`src/rtl/alu_mdu.sv`:
```
// alu_mdu: single-cycle ALU plus iterative multiply/divide unit.
// One request in flight; result held until out_ready.
module alu_mdu #(
  parameter int XLEN = 32,
  parameter int SHW  = $clog2(XLEN)
) (
  input  logic            clk,
  input  logic            rst,
  input  logic            in_valid,
  output logic            in_ready,
  input  logic [4:0]      op,
  input  logic [XLEN-1:0] operand_a,
  input  logic [XLEN-1:0] operand_b,
  output logic            out_valid,
  input  logic            out_ready,
  output logic [XLEN-1:0] out
);

  typedef enum logic [1:0] {IDLE, BUSY, DONE} state_t;

  localparam logic [4:0] OP_ADD    = 5'd0;
  localparam logic [4:0] OP_SUB    = 5'd1;
  localparam logic [4:0] OP_AND    = 5'd2;
  localparam logic [4:0] OP_OR     = 5'd3;
  localparam logic [4:0] OP_XOR    = 5'd4;
  localparam logic [4:0] OP_SRA    = 5'd5;
  localparam logic [4:0] OP_SRL    = 5'd6;
  localparam logic [4:0] OP_SLL    = 5'd7;
  localparam logic [4:0] OP_SLT    = 5'd8;
  localparam logic [4:0] OP_EQ     = 5'd9;
  localparam logic [4:0] OP_SLTU   = 5'd10;
  localparam logic [4:0] OP_MUL    = 5'd11;
  localparam logic [4:0] OP_MULH   = 5'd12;
  localparam logic [4:0] OP_MULHSU = 5'd13;
  localparam logic [4:0] OP_MULHU  = 5'd14;
  localparam logic [4:0] OP_DIV    = 5'd15;
  localparam logic [4:0] OP_DIVU   = 5'd16;
  localparam logic [4:0] OP_REM    = 5'd17;
  localparam logic [4:0] OP_REMU   = 5'd18;

  localparam logic [SHW-1:0] LAST = SHW'(XLEN - 1);

  state_t            state, state_nxt;
  logic [4:0]        op_q;
  logic [XLEN-1:0]   a_q, b_q, m_q, out_q;
  logic [2*XLEN-1:0] p_q, p_nxt, prod;
  logic              neg_q, aneg_q;
  logic [SHW-1:0]    cnt;

  logic            is_mdu, is_div, is_div_q, last;
  logic            a_sgn, b_sgn, a_neg, b_neg;
  logic [XLEN-1:0] a_mag, b_mag, alu_res, mdu_res;
  logic [XLEN-1:0] quo, rem;
  logic [XLEN:0]   sum, sh, diff;
  logic [SHW-1:0]  shamt;

  assign in_ready  = (state == IDLE);
  assign out_valid = (state == DONE);
  assign out       = out_q;

  assign is_mdu   = (op >= OP_MUL) && (op <= OP_REMU);
  assign is_div   = (op >= OP_DIV);
  assign is_div_q = (op_q >= OP_DIV);
  assign last     = (cnt == LAST);
  assign shamt    = operand_b[SHW-1:0];

  assign a_sgn = (op == OP_MULH) || (op == OP_MULHSU) ||
                 (op == OP_DIV) || (op == OP_REM);
  assign b_sgn = (op == OP_MULH) || (op == OP_DIV) ||
                 (op == OP_REM);
  assign a_neg = a_sgn & operand_a[XLEN-1];
  assign b_neg = b_sgn & operand_b[XLEN-1];
  assign a_mag = a_neg ? -operand_a : operand_a;
  assign b_mag = b_neg ? -operand_b : operand_b;

  // single-cycle ALU result, evaluated on the accepted inputs
  always_comb begin
    alu_res = operand_a + operand_b;
    unique case (op)
      OP_SUB:  alu_res = operand_a - operand_b;
      OP_AND:  alu_res = operand_a & operand_b;
      OP_OR:   alu_res = operand_a | operand_b;
      OP_XOR:  alu_res = operand_a ^ operand_b;
      OP_SRA:  alu_res = $signed(operand_a) >>> shamt;
      OP_SRL:  alu_res = operand_a >> shamt;
      OP_SLL:  alu_res = operand_a << shamt;
      OP_SLT:  alu_res = {{(XLEN-1){1'b0}},
                          $signed(operand_a) < $signed(operand_b)};
      OP_EQ:   alu_res = {{(XLEN-1){1'b0}}, operand_a == operand_b};
      OP_SLTU: alu_res = {{(XLEN-1){1'b0}}, operand_a < operand_b};
      default: alu_res = operand_a + operand_b;
    endcase
  end

  // one shift-add or restoring-divide step on magnitudes
  always_comb begin
    sum  = {1'b0, p_q[2*XLEN-1:XLEN]} +
           ({1'b0, m_q} & {(XLEN+1){p_q[0]}});
    sh   = {p_q[2*XLEN-1:XLEN], p_q[XLEN-1]};
    diff = sh - {1'b0, m_q};
    if (is_div_q) begin
      if (diff[XLEN])
        p_nxt = {sh[XLEN-1:0], p_q[XLEN-2:0], 1'b0};
      else
        p_nxt = {diff[XLEN-1:0], p_q[XLEN-2:0], 1'b1};
    end else begin
      p_nxt = {sum, p_q[XLEN-1:1]};
    end
  end

  // sign fix-up and divide-by-zero handling of the final step
  always_comb begin
    prod    = neg_q ? -p_nxt : p_nxt;
    quo     = p_nxt[XLEN-1:0];
    rem     = p_nxt[2*XLEN-1:XLEN];
    mdu_res = prod[XLEN-1:0];
    unique case (op_q)
      OP_MULH, OP_MULHSU, OP_MULHU:
        mdu_res = prod[2*XLEN-1:XLEN];
      OP_DIV, OP_DIVU:
        mdu_res = (b_q == '0) ? '1 : (neg_q ? -quo : quo);
      OP_REM, OP_REMU:
        mdu_res = (b_q == '0) ? a_q : (aneg_q ? -rem : rem);
      default:
        mdu_res = prod[XLEN-1:0];
    endcase
  end

  // state register
  always_ff @(posedge clk) begin
    if (rst) state <= IDLE;
    else     state <= state_nxt;
  end

  // next-state logic
  always_comb begin
    state_nxt = state;
    unique case (state)
      IDLE:    if (in_valid) state_nxt = is_mdu ? BUSY : DONE;
      BUSY:    if (last) state_nxt = DONE;
      DONE:    if (out_ready) state_nxt = IDLE;
      default: state_nxt = IDLE;
    endcase
  end

  // operand capture, engine iteration and result register
  always_ff @(posedge clk) begin
    if (rst) begin
      op_q   <= OP_ADD;
      a_q    <= '0;
      b_q    <= '0;
      m_q    <= '0;
      p_q    <= '0;
      neg_q  <= 1'b0;
      aneg_q <= 1'b0;
      cnt    <= '0;
      out_q  <= '0;
    end else begin
      unique case (state)
        IDLE: if (in_valid) begin
          op_q   <= op;
          a_q    <= operand_a;
          b_q    <= operand_b;
          neg_q  <= a_neg ^ b_neg;
          aneg_q <= a_neg;
          cnt    <= '0;
          if (is_mdu) begin
            p_q <= {{XLEN{1'b0}}, is_div ? a_mag : b_mag};
            m_q <= is_div ? b_mag : a_mag;
          end else begin
            out_q <= alu_res;
          end
        end
        BUSY: begin
          p_q <= p_nxt;
          cnt <= cnt + 1'b1;
          if (last) out_q <= mdu_res;
        end
        default: ;
      endcase
    end
  end

endmodule
```
`config.mk`:
```
export PLATFORM = sky130hd
export DESIGN_NAME = alu_mdu
export DESIGN_NICKNAME = d
export VERILOG_FILES = /design/src/rtl/alu_mdu.sv
export SDC_FILE = /design/constraint.sdc
export NUM_CORES = 1
export LEC_CHECK = 0
export ABC_AREA = 1
export CORE_UTILIZATION = 32
export CTS_BUF_LIST = sky130_fd_sc_hd__clkbuf_8 sky130_fd_sc_hd__clkbuf_16
export CTS_CLUSTER_DIAMETER = 200
export DETAILED_ROUTE_END_ITERATION = 12
export PLACE_DENSITY = 0.49
export SLEW_MARGIN = 20
export SYNTH_ARGS = -nofsm -noshare
export SYNTH_HDL_FRONTEND = slang
export SYNTH_SLANG_ARGS = --single-unit
```
`constraint.sdc`:
```
create_clock -name clk -period 12.3 [get_ports clk]
set_input_delay 1.845 -clock clk [delete_from_list [all_inputs] [get_ports clk]]
set_output_delay 1.845 -clock clk [all_outputs]
set_load 0.02 [all_outputs]
```
# ---- Word level (Yosys, flattened, before mapping)
# Cells that the tools add are included.
dict set report totals {
  ff_bits 206
  inputBits 73
  output_inout_bits 34
  word_cells 111
}
dict set report op_classes {
  addsub 10
  magnitude_cmp 6
  n_eq_ne 30
  shift 3
  mux 27
  n_bitwise 7
  n_reduce_logical 18
}
# cell count
set ops {}
lappend ops {{2-to-1 mux 32 bit} 11}
lappend ops {{2-to-1 mux 64 bit} 5}
lappend ops {{one-hot mux 32 bit (10 select lines)} 1}
lappend ops {{negation 32 bit} 4}
lappend ops {{one-hot mux 64 bit (2 select lines)} 1}
lappend ops {{one-hot mux 32 bit (3 select lines)} 1}
lappend ops {{less-than comparator 32 bit} 2}
lappend ops {{negation 64 bit} 1}
lappend ops {{one-hot mux 32 bit (2 select lines)} 1}
lappend ops {{== test 5 x 4 -> 1 bit (second input constant)} 10}
lappend ops {{adder 32 x 33 -> 33 bit} 1}
lappend ops {{bitwise AND 32 x 33 -> 33 bit} 1}
lappend ops {{subtractor 33 x 32 -> 33 bit} 1}
lappend ops {{adder 32 bit} 1}
lappend ops {{bitwise AND 32 bit} 1}
lappend ops {{== test 32 bit} 1}
lappend ops {{zero test 32 bit} 1}
lappend ops {{OR 32 bit} 1}
lappend ops {{left shift 32 x 5 -> 32 bit} 1}
lappend ops {{right shift 32 x 5 -> 32 bit} 1}
lappend ops {{>>> shifter 32 x 5 -> 32 bit} 1}
lappend ops {{subtractor 32 bit} 1}
lappend ops {{bitwise XOR 32 bit} 1}
lappend ops {{== test 5 bit (second input constant)} 5}
lappend ops {{other kinds (25)} 46}

# ---- Logic depth before layout (Yosys ltp)
# Gate-level depths: netlist of run 1.
dict set report logic_depth {
  word_depth 10
  ltp_mapped 35
  depth_no_buf 35
}

# ---- Least setup slack after synthesis of run 1
# OpenSTA, ideal clock, no wires.
dict set report synth_path {
  kind {input -> register}
  start {input operand_b[1]}
  end {register p_q[30]}
  setup_time_ns 0.132
  arrival_ns 5.072
  t_required_ns 12.168
  path_slack_ns 7.096
  path_stages 20
  n_path_buf 3
  cell_sequence {inv_2 clkbuf_1 clkbuf_1 buf_1 ha_1 nand3_1 nor3_1 nand3_1 nor3_1 nand3_1 nor3_1 nand4_1 nor2_1 nand3_1 nand2_1 o21ai_1 xor2_1 o21ai_1 o21ai_0 a21oi_1}
}
dict set report synth_between {
  elab_chain_len 6
}
# element line_no
set synth_lines {}
lappend synth_lines {{from (decl)} 13} ;# input logic [XLEN-1:0] operand_b,
lappend synth_lines {{negation 32 bit} 74} ;# assign b_mag = b_neg ? -operand_b : operand_b;
lappend synth_lines {{2-to-1 mux 32 bit} 74}
lappend synth_lines {{2-to-1 mux 32 bit} 168} ;# p_q <= {{XLEN{1'b0}}, is_div ? a_mag : b_mag};
lappend synth_lines {{2-to-1 mux 64 bit} 167} ;# if (is_mdu) begin
lappend synth_lines {{2-to-1 mux 64 bit} 160} ;# IDLE: if (in_valid) begin
lappend synth_lines {{one-hot mux 64 bit (2 select lines)} 159} ;# unique case (state)
lappend synth_lines {{to (signal assigned)} 168}
lappend synth_lines {{to (signal assigned)} 175} ;# p_q <= p_nxt;
lappend synth_lines {{to (decl)} 46} ;# logic [2*XLEN-1:0] p_q, p_nxt, prod;
# No other way between the ends. The select of a mux whose other input is x is not followed.
# A chain may end at the register's enable or synchronous reset.

# ---- Final worst setup path of run 1
dict set report layout_path {
  start {input op[4]}
  end {register out_q[24] (netlist: out[24])}
}
dict set report layout_between {
  elab_chain_len 5
  word_cells_on_any_way 19
  classes_between {order compare (2); eq/ne (11); mux (4); reduce/logical (2)}
}
# element line_no
set layout_lines {}
lappend layout_lines {{from (decl)} 11} ;# input logic [4:0] op,
lappend layout_lines {{== test 5 x 4 -> 1 bit, or another cell as far along} 79} ;# unique case (op)
lappend layout_lines {{one-hot mux 32 bit (10 select lines)} 79}
lappend layout_lines {{2-to-1 mux 32 bit} 167}
lappend layout_lines {{2-to-1 mux 32 bit} 160}
lappend layout_lines {{one-hot mux 32 bit (2 select lines)} 159}
lappend layout_lines {{to (signal assigned)} 171} ;# out_q <= alu_res;
lappend layout_lines {{to (signal assigned)} 177} ;# if (last) out_q <= mdu_res;
lappend layout_lines {{to (decl)} 45} ;# logic [XLEN-1:0] a_q, b_q, m_q, out_q;
# Parallel ways exist; a longest one is shown, timed or not. The select of a mux whose other input is x is not followed.

==> impl_metrics.csv, run 1 <==
group,metric,value,unit
run_status,outcome,"finished, final reports clean",
hold_path,hold_end,"p_q[17]$_SDFFE_PP0P_",
power,p_sw,1.54,mW
detailed_routing,vias,34100,
timing,rsz0062_at_grt,"false",
detailed_routing,drt_drc_violations_left,0,
power,p_per_area,106,mW/mm^2
clocking,cts_tree,"built",
finish,design_area,0.0312,sq mm
synthesis,yosys.area.top_type,"nand2_1",
worst_setup_path,critPathArrivalTime,6620,ps
floorplan,initial_core_util,32.3,%
worst_setup_path,r2r_end,"out[26]$_SDFFE_PP0P_",
finish,n_fill_cell,10000,
floorplan,dieArea,0.0888,sq mm
timing,clock_skew,57.4,ps
worst_setup_path,cp_cell_sequence,"clkdlybuf4s50_1 -> inv_1 -> nand2_1 -> nor2_1 -> nor2_2 -> inv_1 -> nor4_4 -> clkinv_1 -> nand3_1 -> a221oi_1 -> nand3_1 -> nand3_1 -> nand2_1 -> a21oi_1 -> nor2_1",
global_route,grt_pass1_vias,32600,
finish,layout-drive-gt1-share,5.32,%
power,intPower,1.76,mW
synthesis,synth-async-reset-ratio,0,%
worst_setup_path,worst_path_largest_cell_delay,820,ps
clocking,cts_resized,0,
worst_setup_path,reg2reg_from,"p_q[31]$_SDFFE_PP0P_",
timing,timing.fmax,164,MHz
clocking,clkLatencyLatePin,640,ps
global_route,grt_max_degree,92,
power,p_comb_share,45.8,%
detailed_routing,routed_wl,155000,um
timing,worst_pin_slew,1160,ps
finish,layout.nets,5278,
synthesis,syn_avg_cell_area,5.53,sq um
power,ir_drop,0.000106,V
place,dpl_cell_area,0.0301,sq mm
finish,area_growth_syn_to_layout,11.4,%
synthesis,netlist_area,0.0280,sq mm
detailed_routing,drt_iter0_drc,3261,
worst_setup_path,slowest_stage,"nor2_1",
floorplan,io_pins,107,
worst_setup_path,critical-path-top-delay-family,"simple AND/OR/NAND/NOR gates",
synthesis,synth.top_cell.area_share,18.1,%
synthesis,synth_ff_type,"dfxtp_1",
timing,relSlewSlack,21.6,%
clocking,ctsHoldBuffers,0,
detailed_routing,post_drt_wl_per_cell,25.0,um
synthesis,synth_nets,5312,
worst_setup_path,crit_path_frequent_cell,"nand3_1",
synthesis,yosys_warnings,0,
clocking,htree_levels,1,
worst_setup_path,r2r_cells,35,
synthesis,synth_seq_area_share,14.7,%
finish,final_cell_mix,"nand2_1, inv_1, a21oi_1, o21ai_0, nor2_1",
worst_setup_path,cp-end-kind,"flop",
synthesis,synth_cells,5069,
place,dpl.hpwl,125000,um
place,io_buffer_count,106,
synthesis,yosys-top-cells-area,"nand2_1, dfxtp_1, a21oi_1",
timing,fin_crit_sh,49.5,%
clocking,cts_inserted_buffers,29,
synthesis,synth-edff-count,0,
worst_setup_path,crit_type,"input port to flop",
finish,antennaDiodeCount,0,
floorplan,die_w,298,um
hold_path,hold_start,"p_q[17]$_SDFFE_PP0P_",
timing,tns,0,ps
detailed_routing,via_per_inst,5.49,
worst_setup_path,critPathRequiredTime,12830,ps
power,clockPowerShare,30.2,%
global_route,grt_pass1_wl,223000,um
detailed_routing,ant_nets,0,
timing,maxSlewViolCount,0,
clocking,cts_setup_buffers,0,
global_route,grt.overflow.total,0,
worst_setup_path,cp_max_fo,17,
hold_path,min_delay_path_depth,2,
power,p_leak,15.2,nW
timing,finalSetupViolations,0,
power,switching_share,46.8,%
worst_setup_path,crit_path_start_kind,"input port",
clocking,clkSinkCount,206,
worst_setup_path,r2r_setup_slack,6360,ps
floorplan,rows,108,
floorplan,die_h,298,um
timing,finalCriticalPeriod,6090,ps
clocking,cts_root_buf,"clkbuf_16",
finish,layout_commonest_cell,"nand2_1",
job,max-cap-violations,0,
global_route,antenna_found_initial,1,
worst_setup_path,worst-path-buf-inv,4,
synthesis,ys_seq_elements,206,
power,seqPwrFrac,24.0,%
detailed_routing,dr.pass1.iters,6,
global_route,grt_util_all_layers,33.9,%
floorplan,core_area,0.0868,sq mm
clocking,cts.path.max_buffers,3,
place,routabilityCongestion,0.997,
clocking,cts.clk_slew.worst_paths,60,ps
synthesis,synth_cell_type_count,66,
timing,final_hold_viol_count,0,
hold_path,hold_class,"flop to flop",
-- worst max path at each step --
stage / depth (start not counted) / startpoint / slack [ps] / to
after floorplan: 20 / operand_b[1] / 7100 / p_q[30]$_SDFFE_PP0P_
after global placement: 15 / op[4] / 5590 / out[24]$_SDFFE_PP0P_
after detailed placement: 15 / op[4] / 5610 / out[24]$_SDFFE_PP0P_
after CTS: 15 / op[4] / 6300 / out[24]$_SDFFE_PP0P_
after global routing: 20 / operand_b[1] / 5830 / p_q[30]$_SDFFE_PP0P_
final: 15 / op[4] / 6210 / out[24]$_SDFFE_PP0P_
-- layer usage --
metal  vias up  routed length (um)  global-route usage [%]
met5         -                   8                       0
met4         2               10700                    20.2
met3       288                8600                    3.41
met2      1231               71200                    56.8
met1     16000               64600                    42.0
li1      16600                   -                       -
-- through the flow --
| stage | total power, mW | util [%] | setup slack [ps] | std cells | hold WS, ps |
|---|---|---|---|---|---|
| 6_report | 3.30 | 36.0 | 6210 | 6212 | 467 |
| 5_1_grt | 3.46 | 36.0 | 5830 | 6212 | 482 |
| 4_1_cts | 3.28 | 36.0 | 6300 | 6211 | 466 |
| 3_5_place_dp | 2.28 | 34.7 | 5610 | 6158 | 456 |
| 3_3_place_gp | 2.29 | 34.7 | 5590 | 6158 | 448 |
| 2_1_floorplan | 1.72 | - | 7100 | 5069 | 430 |
-- cells in the mapped netlist, types with 5 or more instances --
cell type and number:
o31ai_1 9, o22ai_1 28, o21a_1 15, nand2_1 1349, a21o_1 18, a2111oi_0 5
nand4_1 43, nand2_2 34, a211oi_1 9, a21oi_1 502, nand3_2 5, inv_2 22
buf_1 35, a21boi_0 8, and3_1 5, mux2i_1 10, nand2_4 6, o211ai_1 70
nor2_4 6, a31oi_1 25, or2_2 21, nor2_1 447, o21ai_2 7, dfxtp_1 206
o21ai_1 24, a221oi_1 16, o2111ai_1 13, clkbuf_1 182, inv_1 650, nand3_1 342
nor4_1 20, clkinv_1 10, o21bai_1 16, o221ai_1 16, nand3b_1 19, nor3_1 50
xor2_1 105, buf_2 11, xnor2_1 10, nor2_2 24, ha_1 166, o21ai_0 469
-- power groups by stage --
stage	Clock [mW]	Combinational, mW	Sequential [mW]
6_report	0.995	1.51	0.792
5_1_grt	1.03	1.64	0.794
4_1_cts	1.01	1.48	0.790
3_5_place_dp	0	1.48	0.804
3_3_place_gp	0	1.48	0.806
2_1_floorplan	0	0.942	0.783
-- final cells by class --
cell class                      count  area [sq um]  area share [%]
Multi-Input combinational cell   3944         20400            65.4
Sequential cell                   206          4130            13.2
Inverter                          683          2570            8.22
Timing Repair Buffer              171          1560            5.01
Tap cell                         1155          1450            4.63
Clock buffer                       33           781            2.50
Clock inverter                     20           317            1.01
-- sequential cells by signal, summed over array words and instances, names as in the netlist --
register and flops:
aneg_q 1, b_q 32, neg_q 1, a_q 32
m_q 32, cnt 5, state 2, op_q 5
p_q 64, out 32
-- worst reg2reg max path, delay by kind of cell (launching register included) --
kind	cells	cell delay, ps
adder cells (fa/ha/maj)	3	890
buffers and inverters	3	430
flip-flops	1	310
AND/OR/NAND/NOR	25	3560
AO/OA/AOI/OAI	4	680
-- kinds of logic (layout without fill, tap and decap cells) --
group | Yosys count | count (layout) | synth area share [%]
multiplexers | 10 | 10 | 0.357
AO/OA/AOI/OAI | 1266 | 1266 | 25.2
adder cells (fa/ha/maj) | 170 | 170 | 7.70
flip-flops | 206 | 206 | 14.7
XOR/XNOR | 115 | 115 | 3.59
AND/OR/NAND/NOR | 2383 | 2383 | 35.9
buffers and inverters | 919 | 907 | 12.6
Note: power is estimated with default switching activity, not from simulation.
==> inputs of run 2 (changes only) <==
PLACE_DENSITY = 0.51   (was 0.49)
clock period = 5.5 ns   (was 12.3 ns; I/O delays follow)
==> impl_metrics.csv, run 2 (synthesized netlist as in run 1, its figures left out) <==
group,metric,value,unit
run_status,outcome,"finished, final reports clean",
clocking,cts_resized,0,
detailed_routing,drt_drc_violations_left,0,
place,routabilityCongestion,1.06,
job,max-cap-violations,0,
finish,final_cell_mix,"nand2_1, inv_1, a21oi_1, o21ai_0, nor2_1",
power,clockPowerShare,27.8,%
finish,largest_register,"p_q",
clocking,htree_levels,1,
detailed_routing,dr.pass1.iters,6,
global_route,grt_max_degree,120,
clocking,cts_root_buf,"clkbuf_16",
global_route,grt_util_all_layers,34.3,%
place,place_inst,6242,
place,dpl.hpwl,129000,um
floorplan,io_pins,107,
power,p_comb_share,48.1,%
clocking,clkLatencyLatePin,630,ps
clocking,cts_inserted_buffers,30,
detailed_routing,ant_nets,0,
timing,final_hold_viol_count,0,
worst_setup_path,critPathArrivalTime,5460,ps
clocking,cts_tree,"built",
floorplan,initial_core_util,32.3,%
worst_setup_path,r2r_cells,34,
worst_setup_path,reg2reg_from,"p_q[31]$_SDFFE_PP0P_",
worst_setup_path,crit_path_start_kind,"input port",
global_route,grt.overflow.total,0,
power,p_leak,15.6,nW
power,p_total,7.26,mW
finish,largest_register_ffs,64,
worst_setup_path,critPathRequiredTime,6020,ps
detailed_routing,via_per_inst,5.55,
global_route,grt_pass1_wl,227000,um
finish,layout-drive-gt1-share,6.75,%
timing,worst_pin_slew,1140,ps
floorplan,rows,108,
timing,rsz0062_at_grt,"false",
floorplan,die_h,298,um
floorplan,dieArea,0.0888,sq mm
worst_setup_path,cp-end-kind,"flop",
hold_path,hold_class,"flop to flop",
power,p_sw,3.44,mW
finish,area_growth_syn_to_layout,13.3,%
power,ir_drop,0.000257,V
floorplan,die_w,298,um
power,switching_share,47.3,%
timing,timing.fmax,203,MHz
timing,maxSlewViolCount,0,
clocking,cts_setup_buffers,0,
timing,holdWs,468,ps
clocking,clkSinkCount,206,
timing,tns,0,ps
timing,fin_crit_sh,89.8,%
finish,layout_commonest_cell,"nand2_1",
hold_path,hold_start,"cnt[4]$_SDFFE_PP0P_",
worst_setup_path,startpoint,"operand_b[12]",
floorplan,core_area,0.0868,sq mm
place,io_buffer_count,106,
clocking,cts.path.max_buffers,3,
finish,layout.nets,5362,
worst_setup_path,cp_max_fo,6,
timing,finalCriticalPeriod,4940,ps
hold_path,min_delay_path_depth,2,
detailed_routing,routed_wl,157000,um
finish,fin_cells,6295,
timing,clock_skew,74.5,ps
detailed_routing,drt_iter0_drc,3743,
worst_setup_path,crit_type,"input port to flop",
clocking,ctsHoldBuffers,0,
power,seqPwrFrac,24.1,%
detailed_routing,post_drt_wl_per_cell,24.9,um
timing,relSlewSlack,23.4,%
global_route,grt_pass1_vias,33100,
finish,n_fill_cell,9946,
power,intPower,3.83,mW
finish,antennaDiodeCount,0,
power,p_per_area,229,mW/mm^2
timing,finalSetupViolations,0,
clocking,cts.clk_slew.worst_paths,60,ps
global_route,antenna_found_initial,1,
detailed_routing,vias,35000,
==> run 2: cell type report <==
cell class | count | area, sq um | area share [%]
clock inverters | 17 | 179 | 0.564
multi-input cells | 3944 | 20400 | 64.3
flip-flops and latches | 206 | 4130 | 13.0
repair buffers | 254 | 2180 | 6.88
clock buffers | 36 | 833 | 2.62
inverters | 683 | 2570 | 8.09
well taps | 1155 | 1450 | 4.55
==> run 2: final timing paths <==
kind	end	slack (ps)
setup / recovery	out[21]$_SDFFE_PP0P_	560
hold / removal	cnt[4]$_SDFFE_PP0P_	470
setup reg to reg	out[4]$_SDFFE_PP0P_	690
hold reg to reg	cnt[4]$_SDFFE_PP0P_	470
==> run 2: worst max-delay path, cell delays in order <==
cell	delay [ps]
clkdlybuf4s50_1	730
inv_1	230
ha_1	440
inv_1	140
a21oi_1	310
inv_1	70
a21oi_1	240
nand2_1	90
a21oi_1	190
inv_1	100
a21oi_1	280
o21ai_0	170
o21ai_0	470
o2111ai_1	410
nand3_1	290
nand2_1	190
a21oi_1	200
nor2_1	50
==> run 2: layer usage <==
metal | GRT usage, % | part of all wire (%)
met1 | 42.5 | 41
met2 | 55.9 | 45
met3 | 3.11 | 5.5
met4 | 24.1 | 8.2
met5 | 0 | 0.0070
==> run 2: per-stage QoR <==
| step | worst slack (ps) | utilization (%) | instance area [sq um] |
|---|---|---|---|
| 3_5_place_dp | 187 | 35.4 | 30700 |
| 2_1_floorplan | 1320 | - | 28000 |
| 3_3_place_gp | 154 | 35.4 | 30700 |
| 6_report | 562 | 36.6 | 31800 |
| 5_1_grt | 95.8 | 36.6 | 31800 |
| 4_1_cts | 731 | 36.6 | 31700 |
==> run 2: power by group through the flow <==
stage,Sequential (mW),Combinational (mW),Clock [mW]
5_1_grt,1.76,3.76,2.10
3_3_place_gp,1.78,3.43,0
4_1_cts,1.75,3.42,2.05
6_report,1.75,3.49,2.02
3_5_place_dp,1.78,3.41,0
2_1_floorplan,1.75,2.11,0
